<file path="src/rtl/alu_pkg.sv">
// Shared ALU definitions: operation codes, status bit positions,
// exception cause codes and exception FSM state encoding.
package alu_pkg;

    localparam logic [3:0] ALU_AND = 4'b0000;
    localparam logic [3:0] ALU_OR  = 4'b0001;
    localparam logic [3:0] ALU_ADD = 4'b0010;
    localparam logic [3:0] ALU_XOR = 4'b0011;
    localparam logic [3:0] ALU_SUB = 4'b0110;
    localparam logic [3:0] ALU_SLT = 4'b0111;
    localparam logic [3:0] ALU_MUL = 4'b1000;
    localparam logic [3:0] ALU_DIV = 4'b1001;
    localparam logic [3:0] ALU_NOR = 4'b1100;

    localparam int ST_ZERO  = 7;
    localparam int ST_OV    = 6;
    localparam int ST_CARRY = 5;
    localparam int ST_NEG   = 4;
    localparam int ST_ODD   = 3;
    localparam int ST_DZ    = 2;

    localparam logic [7:0] ST_MASK = 8'hFC;

    localparam logic [3:0] CAUSE_OV = 4'hC;
    localparam logic [3:0] CAUSE_DZ = 4'hD;

    typedef enum logic [1:0] {
        S_IDLE    = 2'd0,
        S_PENDING = 2'd1,
        S_FLUSH   = 2'd2
    } exc_state_e;

    function automatic logic is_ov_op(input logic [3:0] ctrl);
        unique case (1'b1)
            ctrl == ALU_ADD: is_ov_op = 1'b1;
            ctrl == ALU_SUB: is_ov_op = 1'b1;
            ctrl == ALU_MUL: is_ov_op = 1'b1;
            default:         is_ov_op = 1'b0;
        endcase
    endfunction

endpackage

</file>
<file path="src/rtl/sat_counter.sv">
// Saturating up-counter with synchronous active-high reset.
module sat_counter #(
    parameter int W = 16
) (
    input  logic         clk,
    input  logic         rst,
    input  logic         inc,
    output logic [W-1:0] count
);

    always_ff @(posedge clk) begin
        if (rst) begin
            count <= '0;
        end else if (inc && (count != {W{1'b1}})) begin
            count <= count + 1'b1;
        end
    end

endmodule

</file>
<file path="src/rtl/alu_exception_unit.sv">
// EX-stage exception unit: registers ALU status, keeps sticky flags and
// raises precise overflow / divide-by-zero traps with a stall+flush handshake.
module alu_exception_unit
    import alu_pkg::*;
#(
    parameter int FLUSH_CYCLES = 2,
    parameter int CNT_W        = 16
) (
    input  logic             clk,
    input  logic             rst,
    input  logic             valid_in,
    input  logic [7:0]       alu_status,
    input  logic [3:0]       alu_ctrl,
    input  logic             trap_en,
    input  logic [31:0]      pc_in,
    input  logic             exc_ack,
    input  logic             flag_clr,
    output logic [7:0]       flags_q,
    output logic [7:0]       sticky,
    output logic             exc_req,
    output logic [3:0]       exc_cause,
    output logic [31:0]      epc,
    output logic             stall,
    output logic             flush,
    output logic [CNT_W-1:0] exc_count
);

    localparam logic [3:0] FLUSH_LOAD = 4'(FLUSH_CYCLES - 1);

    exc_state_e state_q;
    exc_state_e state_d;

    logic [3:0]  fcnt_q;
    logic [3:0]  fcnt_d;
    logic        accept;
    logic        dz;
    logic        ov;
    logic [7:0]  acc_flags;
    logic [7:0]  flags_d;
    logic [7:0]  sticky_d;
    logic        req_d;
    logic        stall_d;
    logic        flush_d;
    logic [3:0]  cause_d;
    logic [31:0] epc_d;
    logic        raise;

    // stall is registered, so accept never depends combinationally on outputs
    assign accept    = valid_in & ~stall;
    assign acc_flags = alu_status & ST_MASK;
    assign dz        = alu_status[ST_DZ] && (alu_ctrl == ALU_DIV);
    assign ov        = alu_status[ST_OV] && trap_en && is_ov_op(alu_ctrl);

    always_comb begin
        flags_d  = flags_q;
        sticky_d = sticky;
        if (accept) begin
            flags_d  = acc_flags;
            sticky_d = (flag_clr ? 8'h00 : sticky) | acc_flags;
        end else if (flag_clr) begin
            sticky_d = 8'h00;
        end
    end

    always_comb begin
        state_d = state_q;
        fcnt_d  = fcnt_q;
        req_d   = exc_req;
        stall_d = stall;
        flush_d = flush;
        cause_d = exc_cause;
        epc_d   = epc;
        raise   = 1'b0;
        unique case (state_q)
            S_IDLE: begin
                if (accept && (dz || ov)) begin
                    state_d = S_PENDING;
                    req_d   = 1'b1;
                    stall_d = 1'b1;
                    epc_d   = pc_in;
                    cause_d = dz ? CAUSE_DZ : CAUSE_OV;
                    raise   = 1'b1;
                end
            end
            S_PENDING: begin
                if (exc_ack) begin
                    state_d = S_FLUSH;
                    req_d   = 1'b0;
                    flush_d = 1'b1;
                    fcnt_d  = FLUSH_LOAD;
                end
            end
            S_FLUSH: begin
                if (fcnt_q == 4'd0) begin
                    state_d = S_IDLE;
                    flush_d = 1'b0;
                    stall_d = 1'b0;
                end else begin
                    fcnt_d = fcnt_q - 4'd1;
                end
            end
            default: begin
                state_d = S_IDLE;
                req_d   = 1'b0;
                stall_d = 1'b0;
                flush_d = 1'b0;
            end
        endcase
    end

    always_ff @(posedge clk) begin
        if (rst) begin
            state_q <= S_IDLE;
            fcnt_q  <= 4'd0;
        end else begin
            state_q <= state_d;
            fcnt_q  <= fcnt_d;
        end
    end

    always_ff @(posedge clk) begin
        if (rst) begin
            flags_q   <= 8'h00;
            sticky    <= 8'h00;
            exc_req   <= 1'b0;
            exc_cause <= 4'h0;
            epc       <= 32'h0;
            stall     <= 1'b0;
            flush     <= 1'b0;
        end else begin
            flags_q   <= flags_d;
            sticky    <= sticky_d;
            exc_req   <= req_d;
            exc_cause <= cause_d;
            epc       <= epc_d;
            stall     <= stall_d;
            flush     <= flush_d;
        end
    end

    sat_counter #(
        .W(CNT_W)
    ) u_exc_cnt (
        .clk  (clk),
        .rst  (rst),
        .inc  (raise),
        .count(exc_count)
    );

endmodule

</file>
<file path="config.mk">
export PLATFORM = sky130hd
export DESIGN_NAME = alu_exception_unit
export DESIGN_NICKNAME = d
export VERILOG_FILES = /design/src/rtl/alu_pkg.sv /design/src/rtl/sat_counter.sv /design/src/rtl/alu_exception_unit.sv
export SDC_FILE = /design/constraint.sdc
export NUM_CORES = 1
export LEC_CHECK = 0
export CAP_MARGIN = 10
export CORE_ASPECT_RATIO = 2
export CORE_MARGIN = 2
export CORE_UTILIZATION = 42
export DETAILED_ROUTE_END_ITERATION = 6
export PLACE_DENSITY = 0.8
export SETUP_SLACK_MARGIN = 0.5
export SLEW_MARGIN = 40
export SYNTH_ARGS = -nofsm -noshare
export SYNTH_HDL_FRONTEND = slang
export SYNTH_SLANG_ARGS = --single-unit
</file>
<file path="constraint.sdc">
create_clock -name clk -period 2.3 [get_ports clk]
set_input_delay 0.345 -clock clk [delete_from_list [all_inputs] [get_ports clk]]
set_output_delay 0.345 -clock clk [all_outputs]
set_load 0.01 [all_outputs]
</file>
==> flow_metrics.tcl, run 1 <==
set metrics [dict create \
    status "complete, no violations" \
    path_delay_family "simple AND/OR/NAND/NOR gates" \
    hold_path_startpoint "alu_status[6]" \
    firstDrtPassIters 5 \
    cp.required_ps 2500 \
    ir_drop_uv 446.1 \
    cp.buffers_inverters 2 \
    crit_path_start_kind "register" \
    worstPathMaxFanout 5 \
    pin_count 121 \
    max_freq_ghz 0.5298 \
    hold_path.class "in2reg" \
    layout_min_cycle_time_ps 1888 \
    design.core.area_um2 6569 \
    grt_use_total_pct 21.44 \
    cp.arrival_ps 2090 \
    drv_slew 0 \
    crit_chain "nand4_1 > or4_4 > o22ai_4 > buf_6 > buf_6 > mux2i_1 > nor2_1" \
    die_x_um 62.01 \
    die-area_um2 7442 \
    synth_ff_type "dfxtp_1" \
    total_power_mw 2.949 \
    drtIter0Drc 118 \
    place.gp.congestion 0.7623 \
    maxCapViolations 0 \
    busiest_layer "met2" \
    grt_max_degree 27 \
    dpl.hpwl_um 5583 \
    overflow 0 \
    cpMostUsedCell "buf_6" \
    rows 42 \
    synth-seq-cells 71 \
    setup-violations-final 0 \
    cp_slowest_cell "or4_4" \
    route.detailed.drc 0 \
    root_buffer "clkbuf_16" \
    crit_type "reg2reg" \
    cts_max_level 3 \
    finalWirelength_um 8363 \
    synth_area_um2 2826 \
    area_growth_pct 67.24 \
    fin_nets 531 \
    die_y_um 120.0 \
    rsz0062_at_grt "yes" \
    worstHoldPathCells 3 \
    use_met3_pct 4.310 \
    seq_area_frac_synth_pct 50.29 \
    clk_latency_ps 330 \
    antenna_found_initial 0 \
    grt_use_met1_pct 21.23 \
    hold_end "flags_q[6]" \
    use_met2_pct 38.02 \
    yosys_warnings 0 \
    cts_tree "done" \
    clock_skew_ps 4.597 \
    clkTransAtPathRegs_ps 60 \
    cts_num_sinks 71 \
    multiInputGateArea_um2 1376 \
    synth_edf_count 0 \
    power.leakage_nw 1.743 \
    hold_viol 0 \
    grt_first_pass_wirelength_um 11910 \
    fillers 490 \
    drive_gt1_share_pct 17.77 \
    diodes 0 \
    final_util_pct 71.96 \
    seqCellArea_um2 1449 \
    ff2ff_path_depth 7 \
    avgSynthCellArea_um2 8.240 \
    finalCritPeriodShare_pct 82.07 \
    reg2reg_setup_slack_ps 410 \
    num_vias 2924 \
    netlist_instances 343 \
    cts_buffers 9 \
    clockBufferDepth 2 \
    power.density_nw_per_um2 623.8 \
    hold_buffers 0 \
    endpoint_kind "register" \
    numPortBuffers 113 \
    async_flop_share_pct 0 \
    vias_per_cell 5.112 \
    initial_utilization_pct 43.03 \
    yosysUniqueCellTypes 43 \
    r2r_end "u_exc_cnt.count[1]" \
    first_global_vias 2624 \
    reg2reg_from "u_exc_cnt.count[10]" \
    slowest_delay_ps 590 \
    wl_per_cell_um 14.62 \
    ant_nets 0 \
]
-- through the flow --
stage	setup TNS (ps)	std cells	area, µm²	worst slack [ps]	hold slack [ps]
global placement	0	537	4099	7.466	441.1
global route	0	572	4727	343.9	371.8
CTS	0	563	4567	434.2	437.7
detailed placement	-22.37	537	4099	-22.37	446.2
floorplan	0	347	2882	469.8	474.9
finish	0	572	4727	412.4	375.8
-- power by group --
group,total [mW],internal [mW],switching [mW]
Combinational,0.257,0.152,0.105
Clock,1.43,0.941,0.486
Sequential,1.26,1.25,0.0143
-- worst max-delay path by stage --
| stage | from | endpoint | slack [ps] | cells after the start |
|---|---|---|---|---|
| 2_1_floorplan | u_exc_cnt.count[8] | u_exc_cnt.count[1] | 470 | 7 |
| 3_5_place_dp | alu_ctrl[0] | u_exc_cnt.count[1] | -20 | 8 |
| 6_report | u_exc_cnt.count[10] | u_exc_cnt.count[1] | 410 | 7 |
| 5_1_grt | u_exc_cnt.count[9] | u_exc_cnt.count[1] | 340 | 7 |
| 3_3_place_gp | alu_ctrl[0] | u_exc_cnt.count[1] | 7 | 8 |
| 4_1_cts | state_q[1] | u_exc_cnt.count[9] | 430 | 6 |
-- layout by cell type (no fill, tap or decap), types with 5 or more instances in the layout --
master,netlist,layout
a21oi_1,63,59
nor2_1,16,14
nand2_1,88,88
buf_6,2,6
clkbuf_8,0,5
dlymetal6s2s_1,0,5
nand2b_1,9,9
clkdlybuf4s50_1,0,105
inv_1,5,5
conb_1,1,5
or3_1,7,7
buf_4,6,23
dfxtp_1,71,59
dfxtp_4,0,5
clkbuf_16,0,11
dfxtp_2,0,7
-- cells by family after synthesis --
logic type               Yosys count  share of synthesized area [%]
AO/OA/AOI/OAI                     83                          16.16
buffers and inverters             29                          5.312
XOR/XNOR                           3                         0.9298
other                              1                         0.1327
AND/OR/NAND/NOR                  152                          25.59
multiplexers                       2                         0.7083
adder cells (fa/ha/maj)            2                         0.8852
flip-flops                        71                          50.29
-- state kept, by name, summed over array words and instances, names as in the netlist --
| name | cells |
|---|---|
| stall | 1 |
| state_q | 2 |
| sticky | 6 |
| u_exc_cnt.count | 16 |
| flags_q | 6 |
| flush | 1 |
| fcnt_q | 4 |
| exc_req | 1 |
| exc_cause | 2 |
| epc | 32 |
-- Yosys cell counts, drive strengths merged, types with 2 or more instances --
master,number,share of area [%]
a21oi,63,11
a31oi,2,0.44
and3,3,0.84
and3b,2,0.62
buf,11,2.9
clkbuf,13,1.7
dfxtp,71,50
ha,2,0.89
inv,5,0.66
mux2i,2,0.71
nand2,88,12
nand2b,9,2.0
nand3,4,0.71
nand4,2,0.44
nor2,16,2.1
nor2b,3,0.66
nor3,4,0.71
o21ai,7,1.2
o31ai,4,1.1
or2,2,0.44
or3,7,1.5
or4,5,1.3
xnor2,2,0.62
-- area by class of cell --
type	count	area share, %
sequential	71	30.65
timing repair buffer	145	30.65
multi-input combinational	247	29.12
clock buffer	15	6.750
tap	88	2.329
inverter	5	0.3970
clock inverter	1	0.1059
-- routing by layer --
metal  up-vias  wire [µm]
met5         -          0
met4         0        274
met3        20        456
met2       111       4599
met1      1366       3034
li1       1427          -
-- repair_timing --
action | CTS | global route
setup buffers | 9 | 8
setup endpoints to repair | 51 | 50
gates cloned | 1 | 1
gates resized for setup | 19 | 21
pin swaps | 12 | 16
-- worst reg2reg max path, stage by stage (launching register included) --
cell,delay (ps)
dfxtp_2,330
nand4_1,160
or4_4,590
o22ai_4,170
buf_6,160
buf_6,120
mux2i_1,180
nor2_1,50
Power figures use the tool's default switching activity.
==> run 2, diff against run 1 <==
- clock period: 2.3 -> 1.8 ns (I/O delays scaled with it)
==> flow_metrics.tcl, run 2 (same netlist as run 1, synthesis figures left out) <==
set metrics [dict create \
    status "finished, violations left" \
    violations "negative setup slack" \
    multiInputGateArea_um2 1738 \
    endpoint_kind "register" \
    r2r_end "u_exc_cnt.count[12]" \
    vias_per_cell 5.401 \
    ff2ff_path_depth 7 \
    firstDrtPassIters 4 \
    hold_path.class "in2reg" \
    fillers 386 \
    hold_path_startpoint "alu_status[6]" \
    hold_end "sticky[6]" \
    fin_ws_ps -74.89 \
    clock_skew_ps 3.326 \
    area_growth_pct 87.25 \
    hold_viol 0 \
    worstPathMaxFanout 3 \
    numPortBuffers 113 \
    rows 42 \
    largest_reg_flops 32 \
    largest_register "epc" \
    dpl.hpwl_um 6115 \
    drv_slew 0 \
    layout_common_cells "dlygate4sd2_1, dfxtp_1, nand2_1" \
    initial_utilization_pct 43.03 \
    final_common_cell "dlygate4sd2_1" \
    reg2reg_setup_slack_ps -70 \
    overflow 0 \
    power.leakage_nw 2.298 \
    cts_num_sinks 71 \
    clkTransAtPathRegs_ps 50 \
    cp.arrival_ps 2070 \
    grt_first_pass_wirelength_um 16190 \
    clk_latency_ps 330 \
    final_util_pct 80.57 \
    first_global_vias 3350 \
    cts_max_level 3 \
    maxCapViolations 0 \
    fin_nets 562 \
    fin_cells 601 \
    rsz0062_at_grt "yes" \
    ir_drop_uv 499.4 \
    antenna_found_initial 0 \
    cts_tree "done" \
    pre_cts_ws_ps -449.5 \
    design.core.area_um2 6569 \
    finalWirelength_um 10900 \
    hold_buffers 0 \
    seqCellArea_um2 1458 \
    diodes 0 \
    root_buffer "clkbuf_16" \
    layout_min_cycle_time_ps 1875 \
    largest_registers "epc (32), u_exc_cnt.count (16)" \
    dp_cells 557 \
    power.density_nw_per_um2 679.1 \
    crit_type "reg2reg" \
    die_y_um 120.0 \
    max_freq_ghz 0.5334 \
    num_vias 3246 \
    die-area_um2 7442 \
    die_x_um 62.01 \
    route.detailed.drc 0 \
    setup-violations-final 27 \
    place.gp.congestion 0.8055 \
    clockBufferDepth 2 \
    finalCritPeriodShare_pct 104.2 \
    cts_buffers 9 \
    cp.required_ps 2000 \
    worstHoldPathCells 3 \
    grt_max_degree 39 \
    ant_nets 0 \
    pin_count 121 \
    drive_gt1_share_pct 39.57 \
    grt_use_total_pct 30.16 \
    reg2reg_from "u_exc_cnt.count[0]" \
    drtIter0Drc 160 \
    wl_per_cell_um 18.13 \
    crit_path_start_kind "register" \
]
## run 2: metal layers
metal / vias up / track usage (%) / routed length [µm]
met5: - / 0 / 0
met4: 0 / 22.61 / 741
met3: 55 / 8.190 / 581
met2: 136 / 52.99 / 6227
met1: 1559 / 26.48 / 3344
li1: 1496 / - / -
## run 2: power breakdown
part	switching (mW)	internal, mW
combinational	0.182	0.204
sequential	0.0195	1.60
clock	0.603	0.989
## run 2: what timing repair did
item                                    CTS  global route
buffers inserted                         19             3
endpoints found under the setup margin  121            70
pin swaps                                35            15
gates cloned                              8             0
gates resized for setup                 215            44
## run 2: layout make-up
type / instances / share of cell area, %
Clock inverter: 1 / 0.09456
Sequential cell: 71 / 27.54
Timing Repair Buffer: 175 / 32.17
Inverter: 5 / 0.3546
Multi-Input combinational cell: 248 / 32.84
Clock buffer: 13 / 4.917
Tap cell: 88 / 2.080
## run 2: how the worst max path moves through the flow
stage / slack (ps) / endpoint / start / cells after the start
floorplan: -20 / u_exc_cnt.count[11] / state_q[0] / 6
global placement: -400 / u_exc_cnt.count[5] / alu_ctrl[3] / 8
detailed placement: -450 / u_exc_cnt.count[3] / alu_ctrl[3] / 8
CTS: -60 / u_exc_cnt.count[1] / u_exc_cnt.count[1] / 7
global route: -160 / epc[22] / state_q[1] / 8
finish: -70 / u_exc_cnt.count[12] / u_exc_cnt.count[0] / 7
## run 2: critical path, stage by stage, from the launching register on
cell and delay [ps]:
dfxtp_4 350, ha_4 140, nand3_2 60, or4_4 560
buf_6 140, o21ba_4 230, mux2i_1 180, nor2_1 70
## run 2: per-stage QoR
step | power, mW | setup TNS, ps | hold slack (ps) | area (µm²)
after floorplan | 1.768 | -42.62 | 406.0 | 2923
after global placement | 1.956 | -15770 | 440.8 | 4274
after detailed placement | 1.964 | -17230 | 446.7 | 4274
after CTS | 3.602 | -418.2 | 370.7 | 5152
after global routing | 3.714 | -4809 | 384.4 | 5293
final | 3.594 | -803.7 | 375.7 | 5293
==> run 3, diff against run 2 <==
- CORE_UTILIZATION: 42 -> 38
- PLACE_DENSITY: 0.8 -> 0.76
- clock period: 1.8 -> 1.6 ns (I/O delays scaled with it)
==> flow_metrics.tcl, run 3 (same netlist as run 1, synthesis figures left out) <==
set metrics [dict create \
    layout_min_cycle_time_ps 1937 \
    hold_path.class "in2reg" \
    max_freq_ghz 0.5163 \
    stdcell_area_um2 5159 \
    reg2reg_from "u_exc_cnt.count[9]" \
    cts_buffers 9 \
    endpoint_kind "register" \
    crit_type "reg2reg" \
    power_frac_seq_pct 41.1 \
    cp.buffers_inverters 2 \
    largest_reg_flops 32 \
    overflow 0 \
    path_delay_family "simple AND/OR/NAND/NOR gates" \
    grt_use_total_pct 22.93 \
    initial_utilization_pct 39.19 \
    wl_per_cell_um 15.39 \
    rows 44 \
    setup-violations-final 51 \
    clkPwrFrac_pct 50.2 \
    finalCritPeriodShare_pct 121.0 \
    worstPathMaxFanout 6 \
    dpl.hpwl_um 5747 \
    power.leakage_nw 2.138 \
    hold_viol 0 \
    ir_drop_uv 669.6 \
    numPortBuffers 113 \
    largest_register "epc" \
    crit_chain "nand4_1 > or4_4 > o22ai_4 > buf_6 > buf_6 > xor2_1 > nor2_1" \
    violations "negative setup slack" \
    hold_path_startpoint "alu_status[6]" \
    swShare_pct 21.37 \
    pre_cts_ws_ps -690.2 \
    fillers 565 \
    vias_per_cell 5.016 \
    num_vias 3075 \
    ant_nets 0 \
    holdWs_ps 381.3 \
    diodes 0 \
    largest_registers "epc (32), u_exc_cnt.count (16)" \
    clock_skew_ps 5.203 \
    cts_num_sinks 71 \
    status "finished, violations left" \
    fin_ws_ps -336.8 \
    power.density_nw_per_um2 857.0 \
    drive_gt1_share_pct 42.80 \
    cp.required_ps 1810 \
    cp.arrival_ps 2150 \
    cp_slowest_cell "or4_4" \
    pin_count 121 \
    route.detailed.drc 0 \
    clockBufferDepth 2 \
    layout_common_cells "nand2_1, a21oi_1, buf_2" \
    fin_nets 568 \
    placed_cell_area_um2 4348 \
    cts_tree "done" \
    cpMostUsedCell "buf_6" \
    grt_max_degree 72 \
    root_buffer "clkbuf_16" \
    drtIter0Drc 117 \
    first_global_vias 3118 \
    finalWirelength_um 9433 \
    antenna_found_initial 0 \
    clkTransAtPathRegs_ps 60 \
    slowest_delay_ps 600 \
    rsz0062_at_grt "yes" \
    place.gp.congestion 0.8130 \
    maxCapViolations 0 \
    die-area_um2 8186 \
    cts_max_level 3 \
    crit_path_start_kind "register" \
    firstDrtPassIters 4 \
    power_frac_comb_pct 8.8 \
    final_util_pct 71.53 \
    drv_slew 0 \
    final_common_cell "nand2_1" \
    design.core.area_um2 7212 \
    clk_latency_ps 330 \
    power.switching_mw 0.9448 \
    area_growth_pct 82.51 \
    grt_first_pass_wirelength_um 14340 \
    critPathLaunch "u_exc_cnt.count[9]" \
    intPower_mw 3.476 \
    die_y_um 126.0 \
    die_x_um 64.99 \
]
-- run 3: cell types whose count changed in the layout (fill, tap and decap cells not counted), moves of 6 or more --
cell           previous run  this run
a21oi_1                  36        53
a21oi_2                  26         9
buf_2                     7        49
buf_4                    36        28
buf_6                    17        48
clkbuf_2                  6         0
dfxtp_1                  54        46
dfxtp_2                  11        19
dlygate4sd2_1            55         3
nand2_1                  48        81
nand2_2                  22         4
nand2_4                  18         2
-- run 3: worst paths after layout --
kind,slack (ps),end,cells after the start
max,-340,u_exc_cnt.count[0],7
min,380,sticky[6],3
max reg2reg,-340,u_exc_cnt.count[0],7
min reg2reg,450,epc[18],2
-- run 3: final cells by class --
type                    instances  area (µm²)  area share (%)
clock buffers                  10       250.2           4.851
clock inverters                 6       88.84           1.722
inverters                       5       18.77          0.3638
multi-input cells             248        1546           29.98
flip-flops and latches         71        1468           28.45
well taps                      92       115.1           2.231
repair buffers                181        1672           32.40
-- run 3: worst register-to-register path, stage by stage, from the launching register on --
cell and delay (ps):
dfxtp_2 340, nand4_1 180, or4_4 600, o22ai_4 260
buf_6 170, buf_6 80, xor2_1 130, nor2_1 60
-- run 3: power by group through the flow --
stage               combinational [mW]  clock (mW)  sequential [mW]
floorplan                        0.119           0             1.87
global placement                 0.351           0             1.85
detailed placement               0.355           0             1.86
CTS                              0.359        2.26             1.82
global route                     0.415        2.33             1.82
finish                           0.388        2.22             1.82
-- run 3: what timing repair did --
action	4_1_cts	5_1_grt
gates cloned	4	1
hold buffers	0	0
endpoints found under the setup margin	135	85
resized for setup	340	40
setup buffers	17	10
pin swaps	19	15
-- run 3: routing by layer --
layer / GRT usage, % / share of wire, % / vias to the layer above
li1: - / - / 1511
met1: 22.36 / 35 / 1436
met2: 42.27 / 57 / 100
met3: 5.179 / 4.5 / 28
met4: 13.52 / 3.6 / 0
met5: 0 / 0 / -
-- run 3: through the flow --
step	power (mW)	TNS [ps]	std cells
6_report	4.421	-10910	613
5_1_grt	4.566	-15390	613
3_5_place_dp	2.211	-24150	565
3_3_place_gp	2.204	-22080	565
4_1_cts	4.437	-8006	602
2_1_floorplan	1.990	-1788	347
